File: src/rtl/arb_pkg.sv
// rtl/arb_pkg.sv - shared types and round-robin search helper for rr_arbiter_8
package arb_pkg;

  localparam int N_REQ = 8;
  localparam int IDX_W = 3;

  typedef enum logic {IDLE, GRANT} arb_state_t;

  typedef struct packed {
    logic             found;
    logic [IDX_W-1:0] idx;
  } rr_pick_t;

  // Walk upward from ptr+1, wrapping, and return the first active request.
  function automatic rr_pick_t next_rr(input logic [N_REQ-1:0] req,
                                       input logic [IDX_W-1:0] ptr);
    rr_pick_t         pick;
    logic [IDX_W-1:0] k;
    pick.found = 1'b0;
    pick.idx   = '0;
    for (int i = 1; i <= N_REQ; i++) begin
      k = ptr + IDX_W'(i);
      if (!pick.found && req[k]) begin
        pick.found = 1'b1;
        pick.idx   = k;
      end
    end
    return pick;
  endfunction

endpackage

File: src/rtl/decoder_3_to_8.sv
// rtl/decoder_3_to_8.sv - binary index to one-hot decoder
module decoder_3_to_8 (
  input  logic [2:0] idx,
  output logic [7:0] onehot
);

  always_comb begin
    onehot      = 8'b0;
    onehot[idx] = 1'b1;
  end

endmodule

File: src/rtl/rr_arbiter_8.sv
// rtl/rr_arbiter_8.sv - 8-way round-robin arbiter with grant hold and optional hold timeout
module rr_arbiter_8
  import arb_pkg::*;
#(
  parameter int MAX_HOLD = 16
) (
  input  logic             clk,
  input  logic             reset,
  input  logic [N_REQ-1:0] req,
  input  logic             release_grant,
  output logic [N_REQ-1:0] grant,
  output logic [IDX_W-1:0] grant_idx,
  output logic             grant_valid,
  output logic             timeout
);

  localparam int HC_W = (MAX_HOLD < 1) ? 1 : $clog2(MAX_HOLD + 1);
  localparam logic [HC_W-1:0] HOLD_LAST = (MAX_HOLD < 1) ? '0 : HC_W'(MAX_HOLD - 1);

  arb_state_t       state, state_next;
  logic [IDX_W-1:0] ptr, ptr_next;
  logic [IDX_W-1:0] idx_next;
  logic             valid_next;
  logic             timeout_next;
  logic [HC_W-1:0]  hold_cnt, hold_next;
  logic             hold_expired;
  rr_pick_t         pick;
  logic [N_REQ-1:0] idx_onehot;

  assign hold_expired = (MAX_HOLD != 0) && (hold_cnt == HOLD_LAST);

  always_comb begin
    state_next   = state;
    ptr_next     = ptr;
    idx_next     = grant_idx;
    valid_next   = grant_valid;
    hold_next    = hold_cnt;
    timeout_next = 1'b0;
    pick         = next_rr(req, ptr);
    case (state)
      IDLE: begin
        if (pick.found) begin
          idx_next   = pick.idx;
          valid_next = 1'b1;
          hold_next  = '0;
          state_next = GRANT;
        end
      end
      GRANT: begin
        if (release_grant || !req[grant_idx] || hold_expired) begin
          // Timeout only reported when neither release nor withdrawal ended the grant.
          timeout_next = !release_grant && req[grant_idx];
          ptr_next     = grant_idx;
          valid_next   = 1'b0;
          state_next   = IDLE;
        end else begin
          hold_next = hold_cnt + HC_W'(1);
        end
      end
      default: state_next = IDLE;
    endcase
  end

  always_ff @(posedge clk) begin
    if (reset) begin
      state       <= IDLE;
      ptr         <= IDX_W'(N_REQ - 1);
      grant_idx   <= '0;
      grant_valid <= 1'b0;
      hold_cnt    <= '0;
      timeout     <= 1'b0;
    end else begin
      state       <= state_next;
      ptr         <= ptr_next;
      grant_idx   <= idx_next;
      grant_valid <= valid_next;
      hold_cnt    <= hold_next;
      timeout     <= timeout_next;
    end
  end

  decoder_3_to_8 u_decoder (
    .idx    (grant_idx),
    .onehot (idx_onehot)
  );

  assign grant = idx_onehot & {N_REQ{grant_valid}};

endmodule
File: config.mk
export PLATFORM = sky130hd
export DESIGN_NAME = rr_arbiter_8
export DESIGN_NICKNAME = d
export VERILOG_FILES = /design/src/rtl/arb_pkg.sv /design/src/rtl/decoder_3_to_8.sv /design/src/rtl/rr_arbiter_8.sv
export SDC_FILE = /design/constraint.sdc
export NUM_CORES = 1
export LEC_CHECK = 0
export ABC_AREA = 1
export BUFFER_PORTS_ARGS = -buffer_cell sky130_fd_sc_hd__buf_2
export CAP_MARGIN = 20
export CELL_PAD_IN_SITES_DETAIL_PLACEMENT = 0
export CELL_PAD_IN_SITES_GLOBAL_PLACEMENT = 1
export CORE_ASPECT_RATIO = 0.8
export CORE_MARGIN = 3
export CORE_UTILIZATION = 38
export DETAILED_ROUTE_END_ITERATION = 6
export PLACE_DENSITY_LB_ADDON = 0.1
export SLEW_MARGIN = 15
export SYNTH_ARGS = -nofsm -noshare
export SYNTH_HDL_FRONTEND = slang
export SYNTH_SLANG_ARGS = --single-unit
export TNS_END_PERCENT = 10
File: constraint.sdc
create_clock -name clk -period 2.85 [get_ports clk]
set_input_delay 0.285 -clock clk [delete_from_list [all_inputs] [get_ports clk]]
set_output_delay 0.285 -clock clk [all_outputs]
set_load 0.01 [all_outputs]
Word level (Yosys, flattened, before mapping)
Cells that the tools add are included.

$lt $le $gt $ge: 10. Bitwise gates (word level): 3. Add/subtract/negate cells: 8. Reduce and logical (&&, ||, !) cells: 25. Eq/ne operators: 4. Muxes and demuxes: 37.

Operators with widths (count): 3-bit by 4-bit < comparator with 1-bit output, second input constant (9); 4-bit two-way mux (8); 1-bit binary-select mux with 3-bit select (9); 1-bit two-way mux (14); 3-bit adder, second input constant (4); 5-bit two-way mux (2); 5-bit one-hot mux with 2 select lines (1); 1-bit logical AND (9); 1-bit logical NOT (9); 8-bit AND (1); 2-bit AND reduction (4); 3-bit by 2-bit adder with 3-bit output, second input constant (2); 5-bit by 1-bit adder with 5-bit output, second input constant (1); 5-bit by 4-bit == test with 1-bit output, second input constant (1); 2-bit inequality test, second input constant (2); 1-bit one-hot mux with 2 select lines (2); 3-bit by 1-bit adder with 3-bit output, second input constant (1); 1-bit demux with 3-bit select (1); 3-bit by 1-bit >= comparator with 1-bit output, second input constant (1); 3-bit OR reduction (1); 1-bit logical OR (2); 2-bit by 1-bit inequality test with 1-bit output, second input constant (1); 1-bit inverter (2).

Flip-flop bits (word level): 14.

Depth between registers and ports, before layout
Gate-level depths: netlist of run 1.

Depth after elaboration: 27. Gate-level depth with buffers: 17. Depth with buffers taken out: 16.

By module
From an unflattened synthesis of run 1, not the netlist that was laid out.

Cells, all modules: 255. Area total of the unflattened synthesis: 1601.5 µm².

By module, submodules not included: rr_arbiter_8 (instances 1, cells each 240, area an instance 1545.2 µm²); decoder_3_to_8 (instances 1, cells each 15, area an instance 56.3 µm²).

Least setup slack after synthesis of run 1
Ideal clock, no wire load.

Path type: reg2reg. Start point: register ptr[0]. End point: register grant_idx[1]. Arrival: 2.092 ns. Clock period less this slack: 2.226 ns. Slack: 0.624 ns. Stages on the path, launching flop included: 17. Data required time: 2.717 ns. Cell sequence: dfxtp_1 inv_2 ha_1 buf_4 inv_1 nand3_1 nand3_2 nand2_4 nor2_8 nand4_4 nor2_4 nand3_2 nand2_2 buf_6 nor2_1 nand2_1 a21oi_2.

Longest elaborated chain between the ends: 26. Elaborated cells on any way between the ends: 46.

Ends and longest elaborated chain: start, declared (line rr_arbiter_8.sv:21) `logic [IDX_W-1:0] ptr, ptr_next;`; start signal, assigned (line rr_arbiter_8.sv:67) `ptr <= IDX_W'(N_REQ - 1);`; start signal, assigned (line rr_arbiter_8.sv:74) `ptr <= ptr_next;`; 3-bit by 1-bit adder with 3-bit output (line arb_pkg.sv:22) `k = ptr + IDX_W'(i);`; 1-bit binary-select mux with 3-bit select (line arb_pkg.sv:23) `if (!pick.found && req[k]) begin`; 1-bit two-way mux (not written as such) (line arb_pkg.sv:23); 4-bit two-way mux (line arb_pkg.sv:23); 1-bit logical NOT (line arb_pkg.sv:23); 1-bit logical AND (line arb_pkg.sv:23); 4-bit two-way mux (line arb_pkg.sv:23); 1-bit logical NOT (line arb_pkg.sv:23); [10 not listed]; 4-bit two-way mux (line arb_pkg.sv:23); 1-bit logical NOT (line arb_pkg.sv:23); 1-bit logical AND (line arb_pkg.sv:23); 4-bit two-way mux (line arb_pkg.sv:23); 1-bit logical NOT (line arb_pkg.sv:23); 1-bit logical AND (line arb_pkg.sv:23); 4-bit two-way mux * (line arb_pkg.sv:23); 2-bit AND reduction (no source line); end signal, assigned (line rr_arbiter_8.sv:75) `grant_idx <= idx_next;`; end, declared (line rr_arbiter_8.sv:12) `output logic [IDX_W-1:0] grant_idx,`.

Mark *: on every way between the ends. The rest lies on a longest branch, timed or not. The select of a mux whose other input is x is not followed. A chain may end at the register's enable or synchronous reset.

Worst setup path after layout of run 1
Start point: register ptr[1]. End point: register grant_idx[0].

The elaborated chain is that of the path after synthesis.

==> results of run 1 <==
sequential cells by signal (all words and copies together) (netlist names):
signal and flops:
state 1, hold_cnt 5, grant_valid 1, ptr 3, grant_idx 3, timeout 1
metrics by stage:
stage | hold WS (ns) | total power (W) | utilization (%) | cell area, um2 | setup slack (ns)
after floorplan | 0.454 | 0.00112 | - | 1410 | 0.624
after global placement | 0.477 | 0.00135 | 44.0 | 1540 | 0.471
after detailed placement | 0.484 | 0.00133 | 44.0 | 1540 | 0.411
after CTS | 0.329 | 0.00153 | 45.5 | 1590 | 0.404
after global routing | 0.354 | 0.00169 | 45.5 | 1590 | 0.172
final | 0.322 | 0.00152 | 45.5 | 1590 | 0.388
routing by layer:
layer  part of all wire [%]  global-route usage, %
met5                      0                      0
met2                     37                   25.0
met3                    8.4                   2.65
met4                   0.56                   2.33
met1                     54                   29.1
report_power, final:
part / leakage (nW) / switching, W / internal [W]
Clock: 0.0288 / 0.0000673 / 0.000122
Sequential: 0.115 / 0.0000556 / 0.000234
Combinational: 0.656 / 0.000702 / 0.000342
synthesized netlist by cell type:
master | number | area [um2]
nand2_1 | 68 | 255
nor2_1 | 35 | 131
nand3_1 | 31 | 155
inv_1 | 24 | 90.1
dfxtp_1 | 14 | 280
a21oi_1 | 9 | 45.0
o21ai_0 | 6 | 30.0
nand3_2 | 5 | 50.1
ha_1 | 4 | 50.1
inv_2 | 4 | 15.0
a21oi_2 | 3 | 26.3
buf_6 | 3 | 33.8
o211ai_1 | 3 | 22.5
buf_4 | 2 | 15.0
nand2_2 | 2 | 12.5
nor2_4 | 2 | 22.5
nor3_1 | 2 | 10.0
o21ai_1 | 2 | 10.0
o22ai_1 | 2 | 12.5
or2_1 | 2 | 12.5
xnor2_1 | 2 | 17.5
a31oi_1 | 1 | 6.26
buf_1 | 1 | 3.75
nand2_4 | 1 | 11.3
nand4_1 | 1 | 6.26
nand4_4 | 1 | 21.3
nor2_8 | 1 | 20.0
o2111ai_1 | 1 | 8.76
or2_2 | 1 | 6.26
xor2_1 | 1 | 8.76
xor2_2 | 1 | 16.3
layout make-up:
cell class,instances,area [um2]
Fill cell,387,1900
Multi-Input combinational cell,187,968
Sequential cell,14,280
Timing Repair Buffer,25,130
Inverter,28,105
Clock buffer,4,55.1
Tap cell,42,52.6
cell families after synthesis:
kind of cell,count (synthesis),share of synthesized area (%)
and+or+nand+nor,152,50.8
buffers and inverters,34,11.2
AOI/OAI and AO/OA,27,11.5
DFF,14,19.9
xor gates and xnor gates,4,3.03
adders and majority gates,4,3.56
worst paths after layout:
kind | depth (start not counted) | slack, ns | endpoint
setup reg to reg | 14 | 0.39 | grant_idx[0]
hold reg to reg | 2 | 0.49 | hold_cnt[3]
hold / removal | 4 | 0.32 | timeout
setup / recovery | 14 | 0.39 | grant_idx[0]
tightest hold or removal path, stage by stage:
cell	delay, ns
buf_2	0.07
inv_1	0.03
nand2_1	0.08
nor3_1	0.05
==> results.json, run 1 <==
{
  "ant_nets": 0,
  "dp.cells": 296,
  "crit_chain": "inv_1, ha_1, inv_1, nand3_1, nand3_2, nand2_4, nor2_8, nand4_4, nor2_4, nand3_2, nand2_2, inv_1, o21ai_0, a21oi_1",
  "avgSynthCellArea_um2": 5.98,
  "synth-seq-cells": 14,
  "grt_antenna_before_repair": 0,
  "status": "complete, no violations",
  "vias_per_cell": 4.99,
  "drt-pass1-iter-count": 4,
  "synth_fp_nets": 250,
  "grt_max_degree": 13,
  "cts_setup_buffers": 0,
  "timing.fmax_mhz": 406,
  "die-area_mm2": 0.00447,
  "cp.arrival_ns": 2.59,
  "worst_ep_required_time_ns": 2.98,
  "clkLatencyLatePin_ns": 0.24,
  "grt_use_total_pct": 17.9,
  "p_leak_nw": 0.800,
  "relSlewSlack_pct": 69.9,
  "clock_path_buffers": 2,
  "initial_core_util_pct": 40.2,
  "port_buffers": 23,
  "tns_ns": 0,
  "synthCells": 235,
  "r2r_start": "ptr[1]",
  "num-nets-final": 274,
  "mostFrequentLayoutCells": "68 x nand2_1, 35 x nor2_1, 31 x nand3_1",
  "drive_above_1_share_pct": 19.4,
  "maxSlewViolCount": 0,
  "routed_wirelength_um": 3780,
  "hp-start": "release_grant",
  "cp_max_fo": 11,
  "via_count": 1496,
  "final_common_cell": "nand2_1",
  "cap_violations": 0,
  "synth_cell_types": 31,
  "rsz0062_at_grt": "false",
  "ys_seq_area_share_pct": 19.9,
  "cts_resized": 0,
  "clock-sinks": 14,
  "cpMostUsedCell": "inv_1",
  "antennaDiodeCount": 0,
  "final_hold_viol_count": 0,
  "drt_iter0_drc": 99,
  "start_kind": "flop",
  "slowest_stage": "ha_1",
  "tritoncts": "yes",
  "hold_buffers": 0,
  "grt_pass1_vias": 1302,
  "critical_path_class": "reg2reg",
  "grt_overflow_total": 0,
  "irDropWorstVdd_v": 0.000324,
  "hpwlAfterDp_um": 3110,
  "critPathTopFamily": "simple AND/OR/NAND/NOR gates",
  "fin_crit_ns": 2.46,
  "clkTransAtPathRegs_ns": 0.06,
  "path_buf_inv": 3,
  "coreArea_mm2": 0.00349,
  "hp-class": "in2reg",
  "syn_area_mm2": 0.00141,
  "cts_inserted_buffers": 3,
  "die_height_um": 60.4,
  "startpoint": "ptr[1]",
  "drc": 0,
  "die_w_um": 74.0,
  "grt_pass1_wl_um": 6200,
  "setup_viol": 0,
  "place_congestion": 0.851,
  "end_kind": "flop",
  "fin_skew_ns": 0.00105,
  "max_stage_delay_ns": 0.41,
  "routedWlPerCell_um": 12.6,
  "instances_no_fill": 300,
  "ys_warn_count": 0,
  "power.density_mw_per_mm2": 957,
  "finalCritPeriodShare_pct": 86.4,
  "io_pins": 24,
  "cts_max_level": 1,
  "root_buffer": "clkbuf_8",
  "row_count": 19,
  "syn2layout_area_growth_pct": 13.2,
  "tightestPinTransition_ns": 0.450
}
(Power assumes the default switching activity.)
==> run 2: changes to the inputs <==
--- a/config.mk
+++ b/config.mk
@@ -5,14 +5,13 @@
 export SDC_FILE = /design/constraint.sdc
 export NUM_CORES = 1
 export LEC_CHECK = 0
-export ABC_AREA = 1
 export BUFFER_PORTS_ARGS = -buffer_cell sky130_fd_sc_hd__buf_2
 export CAP_MARGIN = 20
 export CELL_PAD_IN_SITES_DETAIL_PLACEMENT = 0
 export CELL_PAD_IN_SITES_GLOBAL_PLACEMENT = 1
 export CORE_ASPECT_RATIO = 0.8
 export CORE_MARGIN = 3
-export CORE_UTILIZATION = 38
+export CORE_UTILIZATION = 43
 export DETAILED_ROUTE_END_ITERATION = 6
 export PLACE_DENSITY_LB_ADDON = 0.1
 export SLEW_MARGIN = 15
==> results.json, run 2 <==
{
  "status": "complete, no violations",
  "cts_inserted_buffers": 3,
  "seq_power_share_pct": 22.2,
  "worst_ep_required_time_ns": 3.02,
  "finalCritPeriodShare_pct": 94.1,
  "die_height_um": 60.6,
  "routedWlPerCell_um": 16.6,
  "ys.flop_type": "dfxtp_1",
  "fin_crit_ns": 2.68,
  "place_area_mm2": 0.00178,
  "die_w_um": 74.3,
  "start_kind": "flop",
  "cap_violations": 0,
  "syn_area_mm2": 0.00160,
  "tns_ns": 0,
  "synth_edf_count": 0,
  "hpwlAfterDp_um": 3170,
  "power.density_mw_per_mm2": 663,
  "setup_viol": 0,
  "synth_common_cells": "16 x nand2_1, 14 x dfxtp_1, 12 x mux4_2, 12 x nor2_1, 10 x nor2b_1",
  "cp_max_fo": 8,
  "cts_setup_buffers": 0,
  "ys_seq_area_share_pct": 17.5,
  "clkLatencyLatePin_ns": 0.25,
  "avgSynthCellArea_um2": 8.96,
  "drive_above_1_share_pct": 30.9,
  "cts_max_level": 1,
  "largest_register": "hold_cnt",
  "final_common_cell": "buf_2",
  "p_leak_nw": 0.770,
  "cp.arrival_ns": 2.85,
  "row_count": 19,
  "p_int_w": 0.000700,
  "ant_nets": 0,
  "async_flop_share_pct": 0,
  "grt_pass1_wl_um": 6550,
  "place_congestion": 0.918,
  "die-area_mm2": 0.00450,
  "tightestPinTransition_ns": 0.561,
  "fin_area_mm2": 0.00184,
  "hold_ws_ns": 0.349,
  "initial_core_util_pct": 45.9,
  "clock_path_buffers": 2,
  "critical_path_class": "reg2reg",
  "synth.top_cell.area_share_pct": 17.5,
  "clkPwrFrac_pct": 15.9,
  "tritoncts": "yes",
  "ys_warn_count": 0,
  "p_sw_w": 0.000522,
  "grt_antenna_before_repair": 0,
  "top_regs": "hold_cnt (5), grant_idx (3), ptr (3)",
  "synth_cell_types": 47,
  "drt_iter0_drc": 138,
  "synthCells": 179,
  "num-nets-final": 220,
  "timing.fmax_mhz": 373,
  "syn2layout_area_growth_pct": 14.9,
  "synth_area_leaders": "dfxtp_1 17%, mux4_2 17%, mux2i_1 5.6%",
  "synth-seq-cells": 14,
  "synth_area_leader_cell": "dfxtp_1",
  "io_pins": 24,
  "fin_skew_ns": 0.00590,
  "hp-start": "release_grant",
  "yosysMostFrequentCell": "nand2_1",
  "p_comb_share_pct": 61.9,
  "largest_register_ffs": 5,
  "clkTransAtPathRegs_ns": 0.06,
  "cts_resized": 0,
  "coreArea_mm2": 0.00349,
  "via_count": 1503,
  "grt_max_degree": 18,
  "end_kind": "flop",
  "hold_buffers": 0,
  "maxSlewViolCount": 0,
  "r2r_start": "ptr[0]",
  "drt-pass1-iter-count": 4,
  "root_buffer": "clkbuf_8",
  "rsz0062_at_grt": "false",
  "grt_pass1_vias": 1360,
  "clock-sinks": 14,
  "mostFrequentLayoutCells": "23 x buf_2, 16 x nand2_1, 13 x dfxtp_1",
  "vias_per_cell": 6.11,
  "synth_fp_nets": 194,
  "antennaDiodeCount": 0,
  "grt_overflow_total": 0,
  "swShare_pct": 42.7,
  "final_hold_viol_count": 0,
  "port_buffers": 23,
  "hp-class": "in2reg",
  "drc": 0,
  "grt_use_total_pct": 18.8,
  "reg2reg_slack_ns": 0.17,
  "startpoint": "ptr[0]",
  "relSlewSlack_pct": 62.4,
  "irDropWorstVdd_v": 0.000330,
  "routed_wirelength_um": 4090
}
-- run 2: changes by cell type after synthesis, sizes merged, moves of 4 or more --
cell,before,now
a211o,0,4
clkbuf,0,4
inv,28,9
mux2,0,6
mux2i,0,11
mux4,0,12
nand2,71,16
nand2b,0,5
nand3,36,4
nand3b,0,4
nor2,38,12
nor2b,0,10
nor3,2,6
-- run 2: layout make-up --
class                   instances  area, um2
clock buffers                   4       55.1
fillers                       334       1650
flip-flops and latches         14        282
well taps                      42       52.6
repair buffers                 32        186
multi-input cells             145       1230
inverters                       9       33.8
-- run 2: logic make-up after synthesis --
kind of cell / share of synthesized area [%]
AND/OR/NAND/NOR: 21.2
AO/OA/AOI/OAI: 21.4
multiplexers: 29.2
buffers and inverters: 6.01
flip-flops: 17.5
adder cells (fa/ha/maj): 3.12
XOR/XNOR: 1.64
-- run 2: per-stage QoR --
stage	instances	util [%]	worst slack, ns	total power (W)
global placement	242	51.0	0.180	0.00102
CTS	246	52.6	0.106	0.00122
detailed placement	242	51.0	0.114	0.00102
finish	246	52.7	0.168	0.00122
global route	246	52.7	0.0194	0.00131
floorplan	179	-	0.0224	0.000837
-- run 2: power groups by stage --
| stage | Clock (W) | Combinational, W | Sequential (W) |
|---|---|---|---|
| 6_report | 0.000194 | 0.000756 | 0.000272 |
| 3_3_place_gp | 0 | 0.000748 | 0.000273 |
| 4_1_cts | 0.000197 | 0.000747 | 0.000272 |
| 2_1_floorplan | 0 | 0.000577 | 0.000260 |
| 5_1_grt | 0.000207 | 0.000821 | 0.000278 |
| 3_5_place_dp | 0 | 0.000744 | 0.000276 |
-- run 2: routing by layer --
layer | track usage (%) | vias up | share of wire (%) | wire (um)
met5 | 0 | - | 0 | 0
met2 | 29.2 | 47 | 46 | 1870
met1 | 28.2 | 727 | 48 | 1970
met3 | 3.64 | 0 | 6.0 | 244
met4 | 2.03 | 0 | 0 | 0
li1 | - | 729 | - | -
-- run 2: worst max-delay path: stages, from the launching register on --
cell and delay, ns:
dfxtp_1 0.37, inv_1 0.09, ha_2 0.38, mux4_2 0.55, mux2_4 0.31, nand4b_4 0.24, o41ai_4 0.28, nand2_1 0.15
a311oi_2 0.24
-- run 2: worst paths after layout --
kind / depth (start not counted) / end
setup reg to reg: 8 / hold_cnt[3]
hold reg to reg: 2 / hold_cnt[4]
hold / removal: 3 / timeout
setup / recovery: 8 / hold_cnt[3]
